--- config.mk ---
export PLATFORM = sky130hd
export DESIGN_NAME = board_controller_flat
export DESIGN_NICKNAME = d
export VERILOG_FILES = /design/src/rtl/board_controller_pkg.sv /design/src/rtl/board_controller_if.sv /design/src/rtl/board_controller_line_checker.sv /design/src/rtl/board_controller.sv /design/src/flat_wrapper.sv
export SDC_FILE = /design/constraint.sdc
export NUM_CORES = 1
export LEC_CHECK = 0
export CAP_MARGIN = 20
export CORE_MARGIN = 2
export CORE_UTILIZATION = 29
export CTS_CLUSTER_SIZE = 16
export DETAILED_ROUTE_END_ITERATION = 10
export RECOVER_POWER = 25
export SETUP_SLACK_MARGIN = 0.3
export SYNTH_ARGS = -nofsm -noshare
export SYNTH_HDL_FRONTEND = slang
export SYNTH_SLANG_ARGS = --single-unit
--- constraint.sdc ---
create_clock -name clk -period 6.44 [get_ports clk]
set_input_delay 1.288 -clock clk [delete_from_list [all_inputs] [get_ports clk]]
set_output_delay 1.288 -clock clk [all_outputs]
set_load 0.005 [all_outputs]
--- src/rtl/board_controller_pkg.sv ---
// Shared definitions for the tic-tac-toe board controller and its consumers.
package board_controller_pkg;

    typedef enum logic [1:0] {
        PLAY,
        EVAL,
        DRAW,
        OVER
    } state_t;

    // Cell codes in the packed grid
    localparam logic [1:0] EMPTY  = 2'b00;
    localparam logic [1:0] CELL_X = 2'b01;
    localparam logic [1:0] CELL_O = 2'b10;

    // Game status codes
    localparam logic [1:0] STATUS_PLAYING = 2'b00;
    localparam logic [1:0] STATUS_X_WINS  = 2'b01;
    localparam logic [1:0] STATUS_O_WINS  = 2'b10;
    localparam logic [1:0] STATUS_DRAW    = 2'b11;

    // Winning line identifiers
    localparam logic [3:0] WIN_ROW0 = 4'd0;
    localparam logic [3:0] WIN_ROW1 = 4'd1;
    localparam logic [3:0] WIN_ROW2 = 4'd2;
    localparam logic [3:0] WIN_COL0 = 4'd3;
    localparam logic [3:0] WIN_COL1 = 4'd4;
    localparam logic [3:0] WIN_COL2 = 4'd5;
    localparam logic [3:0] WIN_DIAG = 4'd6;
    localparam logic [3:0] WIN_ANTI = 4'd7;
    localparam logic [3:0] WIN_NONE = 4'd15;

    localparam logic [3:0] MAX_MOVES = 4'd9;

    // Code written into a cell by the side to move
    function automatic logic [1:0] cell_code(input logic side);
        return side ? CELL_O : CELL_X;
    endfunction

    // Status reported when the given cell code owns a completed line
    function automatic logic [1:0] status_for(input logic [1:0] winner);
        return (winner == CELL_O) ? STATUS_O_WINS : STATUS_X_WINS;
    endfunction

    // Two-bit cell k (k = 3*row + col) of a packed grid
    function automatic logic [1:0] cell_at(input logic [17:0] g, input logic [3:0] k);
        return g[{k, 1'b0} +: 2];
    endfunction

endpackage

--- src/rtl/board_controller_if.sv ---
// Move / board / renderer handshake bundle of the board controller.
interface board_controller_if;
    logic        move_valid;
    logic [1:0]  move_row;
    logic [1:0]  move_col;
    logic        move_ready;
    logic        new_game;
    logic [17:0] grid;
    logic        turn;
    logic [1:0]  status;
    logic [3:0]  win_line;
    logic        move_err;
    logic        draw_req;
    logic        draw_done;

    // Controller side
    modport slave (
        input  move_valid, move_row, move_col, new_game, draw_done,
        output move_ready, grid, turn, status, win_line, move_err, draw_req
    );

    // Player / renderer side
    modport master (
        output move_valid, move_row, move_col, new_game, draw_done,
        input  move_ready, grid, turn, status, win_line, move_err, draw_req
    );
endinterface

--- src/rtl/board_controller_line_checker.sv ---
// Combinational scan of all eight lines of a packed 3x3 grid.
module line_checker
    import board_controller_pkg::*;
(
    input  logic [17:0] grid,
    output logic        win,
    output logic [1:0]  winner,
    output logic [3:0]  win_line
);

    // Cell indices {a, b, c} forming line l
    function automatic logic [11:0] line_cells(input logic [3:0] l);
        case (l)
            WIN_ROW0: return {4'd0, 4'd1, 4'd2};
            WIN_ROW1: return {4'd3, 4'd4, 4'd5};
            WIN_ROW2: return {4'd6, 4'd7, 4'd8};
            WIN_COL0: return {4'd0, 4'd3, 4'd6};
            WIN_COL1: return {4'd1, 4'd4, 4'd7};
            WIN_COL2: return {4'd2, 4'd5, 4'd8};
            WIN_DIAG: return {4'd0, 4'd4, 4'd8};
            WIN_ANTI: return {4'd2, 4'd4, 4'd6};
            default:  return {4'd2, 4'd4, 4'd6};
        endcase
    endfunction

    // Scan from line 7 down to 0 so the lowest matching index is reported
    always_comb begin
        logic [3:0]  l;
        logic [11:0] cells;
        logic [1:0]  ca, cb, cc;
        win      = 1'b0;
        winner   = EMPTY;
        win_line = WIN_NONE;
        l        = '0;
        cells    = '0;
        ca       = EMPTY;
        cb       = EMPTY;
        cc       = EMPTY;
        for (int unsigned n = 0; n < 8; n++) begin
            l     = 4'(7 - n);
            cells = line_cells(l);
            ca    = cell_at(grid, cells[11:8]);
            cb    = cell_at(grid, cells[7:4]);
            cc    = cell_at(grid, cells[3:0]);
            if (ca != EMPTY && ca == cb && cb == cc) begin
                win      = 1'b1;
                winner   = ca;
                win_line = l;
            end
        end
    end

endmodule

--- src/rtl/board_controller.sv ---
// Tic-tac-toe game-state owner: accepts moves, evaluates the board and
// hands every board change to the renderer before accepting the next move.
module board_controller
    import board_controller_pkg::*;
#(
    parameter logic FIRST_PLAYER = 1'b0
) (
    input  logic               clk,
    input  logic               reset,
    board_controller_if.slave  bus
);

    state_t      state, state_n;
    logic [17:0] grid_q, grid_n;
    logic        turn_q, turn_n;
    logic [1:0]  status_q, status_n;
    logic [3:0]  win_q, win_n;
    logic [3:0]  count_q, count_n;
    logic        err_q, err_n;

    logic        chk_win;
    logic [1:0]  chk_winner;
    logic [3:0]  chk_line;

    logic        in_range;
    logic [3:0]  cell_idx;
    logic        illegal;

    line_checker u_line_checker (
        .grid     (grid_q),
        .win      (chk_win),
        .winner   (chk_winner),
        .win_line (chk_line)
    );

    // Target cell decode and legality of the presented move
    always_comb begin
        in_range = (bus.move_row <= 2'd2) && (bus.move_col <= 2'd2);
        cell_idx = in_range ? ({2'b00, bus.move_row} * 4'd3 + {2'b00, bus.move_col}) : '0;
        illegal  = !in_range || (cell_at(grid_q, cell_idx) != EMPTY);
    end

    // State and board registers
    always_ff @(posedge clk or posedge reset) begin
        if (reset) begin
            state    <= PLAY;
            grid_q   <= '0;
            turn_q   <= FIRST_PLAYER;
            status_q <= STATUS_PLAYING;
            win_q    <= WIN_NONE;
            count_q  <= '0;
            err_q    <= 1'b0;
        end else begin
            state    <= state_n;
            grid_q   <= grid_n;
            turn_q   <= turn_n;
            status_q <= status_n;
            win_q    <= win_n;
            count_q  <= count_n;
            err_q    <= err_n;
        end
    end

    // Next-state and board update logic
    always_comb begin
        state_n  = state;
        grid_n   = grid_q;
        turn_n   = turn_q;
        status_n = status_q;
        win_n    = win_q;
        count_n  = count_q;
        err_n    = 1'b0;
        case (state)
            PLAY: begin
                if (bus.new_game) begin
                    grid_n   = '0;
                    turn_n   = FIRST_PLAYER;
                    status_n = STATUS_PLAYING;
                    win_n    = WIN_NONE;
                    count_n  = '0;
                    state_n  = DRAW;
                end else if (bus.move_valid) begin
                    if (illegal) begin
                        err_n = 1'b1;
                    end else begin
                        grid_n[{cell_idx, 1'b0} +: 2] = cell_code(turn_q);
                        count_n = (count_q == MAX_MOVES) ? count_q : count_q + 4'd1;
                        state_n = EVAL;
                    end
                end
            end
            EVAL: begin
                if (chk_win) begin
                    status_n = status_for(chk_winner);
                    win_n    = chk_line;
                end else if (count_q == MAX_MOVES) begin
                    status_n = STATUS_DRAW;
                end else begin
                    turn_n = ~turn_q;
                end
                state_n = DRAW;
            end
            DRAW: begin
                if (bus.draw_done) begin
                    state_n = (status_q == STATUS_PLAYING) ? PLAY : OVER;
                end
            end
            OVER: begin
                if (bus.new_game) begin
                    grid_n   = '0;
                    turn_n   = FIRST_PLAYER;
                    status_n = STATUS_PLAYING;
                    win_n    = WIN_NONE;
                    count_n  = '0;
                    state_n  = DRAW;
                end
            end
            default: state_n = PLAY;
        endcase
    end

    assign bus.move_ready = (state == PLAY);
    assign bus.draw_req   = (state == DRAW);
    assign bus.grid       = grid_q;
    assign bus.turn       = turn_q;
    assign bus.status     = status_q;
    assign bus.win_line   = win_q;
    assign bus.move_err   = err_q;

endmodule

--- src/flat_wrapper.sv ---
// flat-port wrapper written by rule: the top's interface ports become plain ports
module board_controller_flat import board_controller_pkg::*;
#(
    parameter logic FIRST_PLAYER = 1'b0
)
  (clk, reset, bus_move_valid, bus_move_row, bus_move_col, bus_new_game, bus_draw_done, bus_move_ready, bus_grid, bus_turn, bus_status, bus_win_line, bus_move_err, bus_draw_req);
  board_controller_if bus_i ();
  input  logic clk;
  input  logic reset;
  input wire logic [$bits(bus_i.move_valid)-1:0] bus_move_valid;
  input wire logic [$bits(bus_i.move_row)-1:0] bus_move_row;
  input wire logic [$bits(bus_i.move_col)-1:0] bus_move_col;
  input wire logic [$bits(bus_i.new_game)-1:0] bus_new_game;
  input wire logic [$bits(bus_i.draw_done)-1:0] bus_draw_done;
  output wire logic [$bits(bus_i.move_ready)-1:0] bus_move_ready;
  output wire logic [$bits(bus_i.grid)-1:0] bus_grid;
  output wire logic [$bits(bus_i.turn)-1:0] bus_turn;
  output wire logic [$bits(bus_i.status)-1:0] bus_status;
  output wire logic [$bits(bus_i.win_line)-1:0] bus_win_line;
  output wire logic [$bits(bus_i.move_err)-1:0] bus_move_err;
  output wire logic [$bits(bus_i.draw_req)-1:0] bus_draw_req;
  assign bus_i.move_valid = bus_move_valid;
  assign bus_i.move_row = bus_move_row;
  assign bus_i.move_col = bus_move_col;
  assign bus_i.new_game = bus_new_game;
  assign bus_i.draw_done = bus_draw_done;
  assign bus_move_ready = bus_i.move_ready;
  assign bus_grid = bus_i.grid;
  assign bus_turn = bus_i.turn;
  assign bus_status = bus_i.status;
  assign bus_win_line = bus_i.win_line;
  assign bus_move_err = bus_i.move_err;
  assign bus_draw_req = bus_i.draw_req;
  board_controller #(.FIRST_PLAYER(FIRST_PLAYER)) u_core (.clk(clk), .reset(reset), .bus(bus_i));
endmodule
==> flow_metrics.py, run 1 <==
metrics = {
    "sta": {
        "worstMarginPinSlew_ns": 1.744,
        "slew_violations": 33,
        "fin_skew_ns": 0.004926,
        "final.period_utilization_pct": 72.26,
        "finalCriticalPeriod_ns": 4.654,
        "rsz0062_at_grt": "no",
        "max_freq_ghz": 0.2149,
        "fin_setup_tns_ns": 0,
        "finalSetupViolCount": 0,
        "slew_headroom_pct": -16.26,
        "hold_violations": 0,
    },
    "synth": {
        "yosysTopAreaCell": "dfrtp_1",
        "yosysTopAreaCellShare_pct": 26.00,
        "synth_edf_count": 0,
        "yosys.area_share.simple_pct": 28.23,
        "yosysUniqueCellTypes": 62,
        "syn_area_per_cell_um2": 8.722,
        "synth-seq-cells": 32,
        "synth_compound_area_share_pct": 24.65,
        "muxShareOfSynthArea_pct": 4.921,
        "syn-num-nets": 332,
        "ys_warn_count": 0,
        "synthAdderAreaFrac_pct": 7.057,
        "ys.flop_type": "dfrtp_1",
        "synthArstFlopShare_pct": 100.0,
        "synth_area_um2": 2695,
        "synth-xor-area-share_pct": 0,
        "ys_seq_area_share_pct": 29.90,
        "synth.area.top_cells": "dfrtp_1, ha_1, dfstp_2",
        "synth_cells": 309,
        "synth_top_family_by_area": "simple AND/OR/NAND/NOR gates",
    },
    "final_layout": {
        "final_common_cell": "clkdlybuf4s50_1",
        "antenna_cells": 0,
        "final_layout_size_suffix_gt1_share_pct": 9.971,
        "final-seq-area_um2": 805.8,
        "layout_common_cells": "clkdlybuf4s50_1, dfrtp_1, nor2_1",
        "multiInputGateArea_um2": 1748,
        "nNetsFinal": 363,
        "final_core_util_pct": 35.19,
        "nFillCells": 947,
        "area_delta_synth_final_pct": 18.94,
    },
    "clock_network": {
        "cts_buffer_depth": 2,
        "htreeDepth": 2,
        "clk_pin_slew_ns": 0.07,
        "holdBufCountCts": 0,
        "cts_setup_buffers": 0,
        "ctsResizeCount": 0,
        "clockRootBuffer": "clkbuf_8",
        "clkSinkCount": 32,
        "clkLatencyLatePin_ns": 0.28,
        "cts_tree": "built",
        "cts_buffers": 5,
    },
    "critical_path": {
        "crit_buf_inv": 2,
        "critPathTopFamily": "adder cells",
        "crit_arrival_ns": 4.82,
        "path_common_cell": "fa_1",
        "path_class": "in2reg",
        "cp_data_required_time_ns": 6.61,
        "cpPeakStageDelay_ns": 0.64,
        "cp_slowest_cell": "fa_1",
        "worstPathCellList": "clkdlybuf4s50_1, fa_1, ha_1, inv_1, fa_1, nor3b_1, o22ai_1, a21o_1, a32oi_1, or2_4, o21bai_2, mux2_2",
        "endpoint_kind": "register",
        "crit_path_max_fanout": 15,
        "startpoint_type": "primary input",
    },
    "floorplan": {
        "rows": 35,
        "die_area_um2": 10080,
        "start_util_pct": 29.59,
        "fp.coreArea_um2": 9109,
        "ioPinCount": 37,
        "fp.dieH_um": 100.4,
        "die_x_um": 100.4,
    },
    "global_routing": {
        "grt_pass1_vias": 2466,
        "grt_max_degree": 33,
        "antenna_found_initial": 0,
        "grt-ovfl-total": 0,
        "grt_usage_pct": 15.13,
        "grt_pass1_wl_um": 12210,
    },
    "detailed_routing": {
        "routedWlPerCell_um": 16.32,
        "drtIter0Drc": 193,
        "viasPerCell": 5.588,
        "drc": 0,
        "vias": 2526,
        "ant_nets": 0,
        "dr.pass1.iters": 4,
        "drt_wl_total_um": 7376,
    },
    "power": {
        "total_power_w": 0.0009234,
        "power_density_nw_per_um2": 288.1,
        "p_leak_nw": 1.373,
        "max-vdd-ir-drop_uv": 93.73,
    },
    "placement": {
        "io_buffers": 36,
        "gp_congestion": 0.8674,
        "hpwl_um": 5568,
    },
    "run_status": {
        "status": "finished, violations left",
        "violations": "capacitance limit, slew limit",
    },
    "worst_hold_path": {
        "hp-class": "reg2reg",
    },
    "job": {
        "drv_cap": 1,
    },
}
worst register-to-register path: cells and delay by family, from the launching register on:
| kind | cells | cell delay (ns) |
|---|---|---|
| simple gates | 4 | 0.95 |
| flops | 1 | 0.38 |
| compound gates | 2 | 0.38 |
| mux | 1 | 0.33 |
| fa+ha+maj | 1 | 0.26 |
| buf+inv | 1 | 0.09 |
path summary, 6_finish.rpt:
check / cells past startpoint / start / slack (ns) / endpoint
setup reg to reg: 9 / u_core.state[0] / 3.93 / u_core.bus.grid[15]
setup / recovery: 12 / bus_move_col[1] / 1.79 / u_core.count_q[1]
hold reg to reg: 2 / u_core.bus.win_line[3] / 0.51 / u_core.bus.win_line[3]
max in group asynchronous: 3 / reset / 3.37 / u_core.bus.grid[16]
hold / removal: 2 / u_core.bus.win_line[3] / 0.51 / u_core.bus.win_line[3]
min in group asynchronous: 3 / reset / 2.06 / u_core.bus.move_err
area by class of cell:
cell class / count / share of cell area [%]
multi-input cells: 246 / 54.53
flip-flops and latches: 32 / 25.14
repair buffers: 37 / 11.36
well taps: 111 / 4.333
clock buffers: 7 / 2.381
inverters: 18 / 2.108
clock inverters: 1 / 0.1561
through the flow:
stage               area [µm²]  setup WS (ns)  hold slack, ns  cells
finish                    3206          1.786          0.5071    452
global route              3206          1.602          0.5197    452
CTS                       3209          1.818          0.5071    452
detailed placement        3128          1.506          0.4976    444
global placement          3128          1.623          0.4977    444
floorplan                 2695          2.372          0.4573    309
flip-flops by register name (all words and copies together) (netlist names):
register             flops
u_core.state             2
u_core.bus.grid         18
u_core.bus.win_line      4
u_core.bus.turn          1
u_core.bus.move_err      1
u_core.bus.status        2
u_core.count_q           4
layer usage:
layer / global-route usage, % / share of wire [%]
met5: 0 / 0
met1: 20.37 / 45
met4: 4.426 / 0.91
met3: 2.159 / 4.7
met2: 25.25 / 49
Yosys cell counts (4+ instances only):
library cell and instances:
or3_1 9, nand2_1 19, inv_1 18, dfstp_2 4
and3_1 5, a21oi_1 11, mux2_2 6, dfrtp_1 28
nand3_1 20, o2bb2ai_1 4, nor2b_1 11, nor3_1 14
ha_1 12, nor2_1 21, a21o_1 7, mux2_1 4
a22o_1 6, nor3b_1 6, a31oi_1 6, o21ai_0 13
o21bai_1 5, nand2b_1 8, buf_2 8
cell families after synthesis:
family                     Yosys count
muxes                               12
DFF                                 32
AOI/OAI and AO/OA                   85
and+or+nand+nor                    135
adders and majority gates           14
buffers and inverters               31
power breakdown:
| group | internal (W) | leakage [nW] | switching, W |
|---|---|---|---|
| sequential | 0.000235 | 0.421 | 0.0000545 |
| combinational | 0.000224 | 0.910 | 0.000261 |
| clock | 0.0000758 | 0.0422 | 0.0000724 |
Power figures use the tool's default switching activity.
==> run 2: changes to the inputs <==
Clock period 6.44 ns to 3.8 ns, I/O delays scaled along.
==> run 2 against run 1 <==
Net effect:
- the flow now finishes without violations
- cell count grew 8.2%
- worst hold slack is essentially flat
- non-clock buffer count up 36
- flip-flop and latch count did not move
- critical endpoint is now u_core.bus.grid[11]
- die area stayed put
- clock-buffer cell count rose by 1
- first-iteration DRC count down 34%
- critical path depth stayed put
- worst setup slack got worse by 1.4 ns
- largest cell class unchanged
==> flow_metrics.py, run 2 (same netlist as run 1, synthesis figures left out) <==
metrics = {
    "clock_network": {
        "htreeDepth": 2,
        "clk_pin_slew_ns": 0.07,
        "cts_buffers": 5,
        "cts_buffer_depth": 2,
        "clockRootBuffer": "clkbuf_8",
        "clkLatencyLatePin_ns": 0.28,
        "holdBufCountCts": 0,
        "cts_tree": "built",
        "clkSinkCount": 32,
    },
    "floorplan": {
        "start_util_pct": 29.59,
        "die_x_um": 100.4,
        "fp.coreArea_um2": 9109,
        "fp.dieH_um": 100.4,
        "die_area_um2": 10080,
        "rows": 35,
        "ioPinCount": 37,
    },
    "detailed_routing": {
        "routedWlPerCell_um": 16.13,
        "dr.pass1.iters": 4,
        "ant_nets": 0,
        "drtIter0Drc": 128,
        "viasPerCell": 5.476,
        "drt_wl_total_um": 7889,
        "drc": 0,
        "vias": 2678,
    },
    "final_layout": {
        "final_common_cell": "buf_4",
        "layout_common_cells": "buf_4, clkdlybuf4s50_1, dfrtp_1",
        "nNetsFinal": 400,
        "antenna_cells": 0,
        "final_layout_size_suffix_gt1_share_pct": 23.81,
        "final_cells": 489,
        "area_delta_synth_final_pct": 33.57,
        "fin_area_um2": 3600,
        "largest_register_ffs": 18,
    },
    "placement": {
        "dpl_cell_area_um2": 3373,
        "hpwl_um": 5911,
        "io_buffers": 36,
        "placedCellCount": 472,
        "gp_congestion": 0.8831,
    },
    "job": {
        "drv_cap": 0,
    },
    "sta": {
        "final.period_utilization_pct": 89.80,
        "fin_setup_tns_ns": 0,
        "finalCriticalPeriod_ns": 3.412,
        "hold_violations": 0,
        "finalSetupViolCount": 0,
        "fin_skew_ns": 0.005057,
        "worstMarginPinSlew_ns": 1.020,
        "slew_headroom_pct": 31.98,
        "rsz0062_at_grt": "yes",
        "slew_violations": 0,
        "hold_slack_ns": 0.5074,
        "max_freq_ghz": 0.2931,
    },
    "global_routing": {
        "antenna_found_initial": 0,
        "grt_pass1_vias": 2622,
        "grt-ovfl-total": 0,
        "grt_pass1_wl_um": 13040,
        "grt_usage_pct": 16.12,
        "grt_max_degree": 19,
    },
    "critical_path": {
        "cp_data_required_time_ns": 3.96,
        "reg2reg_setup_slack_ns": 1.38,
        "startpoint_type": "primary input",
        "ff2ff_path_depth": 7,
        "crit_path_max_fanout": 5,
        "crit_arrival_ns": 3.58,
        "endpoint_kind": "register",
        "path_class": "in2reg",
        "r2r_end": "u_core.bus.status[1]",
        "r2r_start": "u_core.bus.grid[3]",
    },
    "worst_hold_path": {
        "hp-class": "reg2reg",
        "min_path_cells": 2,
        "hold_start": "u_core.bus.win_line[0]",
        "worstHoldEndpoint": "u_core.bus.win_line[0]",
    },
    "power": {
        "p_leak_nw": 1.621,
        "max-vdd-ir-drop_uv": 174.3,
        "total_power_w": 0.001820,
        "power_density_nw_per_um2": 505.5,
    },
    "run_status": {
        "status": "finished clean",
    },
}
==> run 2: cell count changes in the layout (fill, tap and decap cells not counted), moves of 3 or more <==
cell / change
mux2_2: -6
clkdlybuf4s50_1: -4
mux2_4: +7
buf_4: +36
nor3b_1: -3
==> run 2: timing repair <==
item	in CTS	in global routing
endpoints found under the hold margin	0	0
endpoints found under the setup margin	24	22
buffers inserted	5	3
gates cloned	1	0
resized for setup	25	14
pin swaps	9	6
==> run 2: per-layer routing <==
metal,up-vias,GRT usage [%],share of wire [%]
met4,0,4.531,1.6
met2,81,27.47,48
met5,-,0,0
met3,9,2.925,4.7
li1,1290,-,-
met1,1298,20.93,46
==> run 2: through the flow <==
step / setup slack (ns) / util [%]
floorplan: 0.3281 / -
global placement: -0.2207 / 36.73
detailed placement: -0.3402 / 37.03
CTS: 0.3142 / 39.26
global route: 0.2644 / 39.52
finish: 0.3877 / 39.52
==> run 2: area by class of cell <==
type / count / area [µm²]
clock buffers: 8 / 90.09
fillers: 908 / 5509
inverters: 18 / 67.56
multi-input cells: 247 / 1866
flip-flops and latches: 32 / 805.8
well taps: 111 / 138.9
repair buffers: 73 / 631.9
==> run 2: worst max-delay path by stage <==
| stage | from | endpoint | slack, ns | cells past startpoint |
|---|---|---|---|---|
| 2_1_floorplan | bus_move_col[1] | u_core.count_q[0] | 0.33 | 11 |
| 3_3_place_gp | bus_move_col[1] | u_core.bus.grid[16] | -0.22 | 11 |
| 3_5_place_dp | bus_move_row[0] | u_core.bus.grid[0] | -0.34 | 13 |
| 4_1_cts | bus_move_row[0] | u_core.count_q[0] | 0.31 | 12 |
| 5_1_grt | bus_move_row[0] | u_core.count_q[0] | 0.26 | 12 |
| 6_report | bus_move_row[0] | u_core.bus.grid[11] | 0.39 | 12 |
==> run 2: worst max-delay path: stages <==
cell,delay (ns)
buf_8,0.10
fa_1,0.54
ha_2,0.17
inv_2,0.03
fa_2,0.58
nor3b_4,0.23
o22ai_2,0.10
a21o_1,0.18
a32oi_2,0.22
or2_4,0.20
or2_1,0.14
mux2_1,0.32
==> run 2: power breakdown <==
group,leakage (nW),switching [W],total [W],internal (W)
combinational,1.15,0.000502,0.00105,0.000551
sequential,0.421,0.0000944,0.000493,0.000399
clock,0.0455,0.000126,0.000274,0.000148
total,1.62,0.000722,0.00182,0.00110
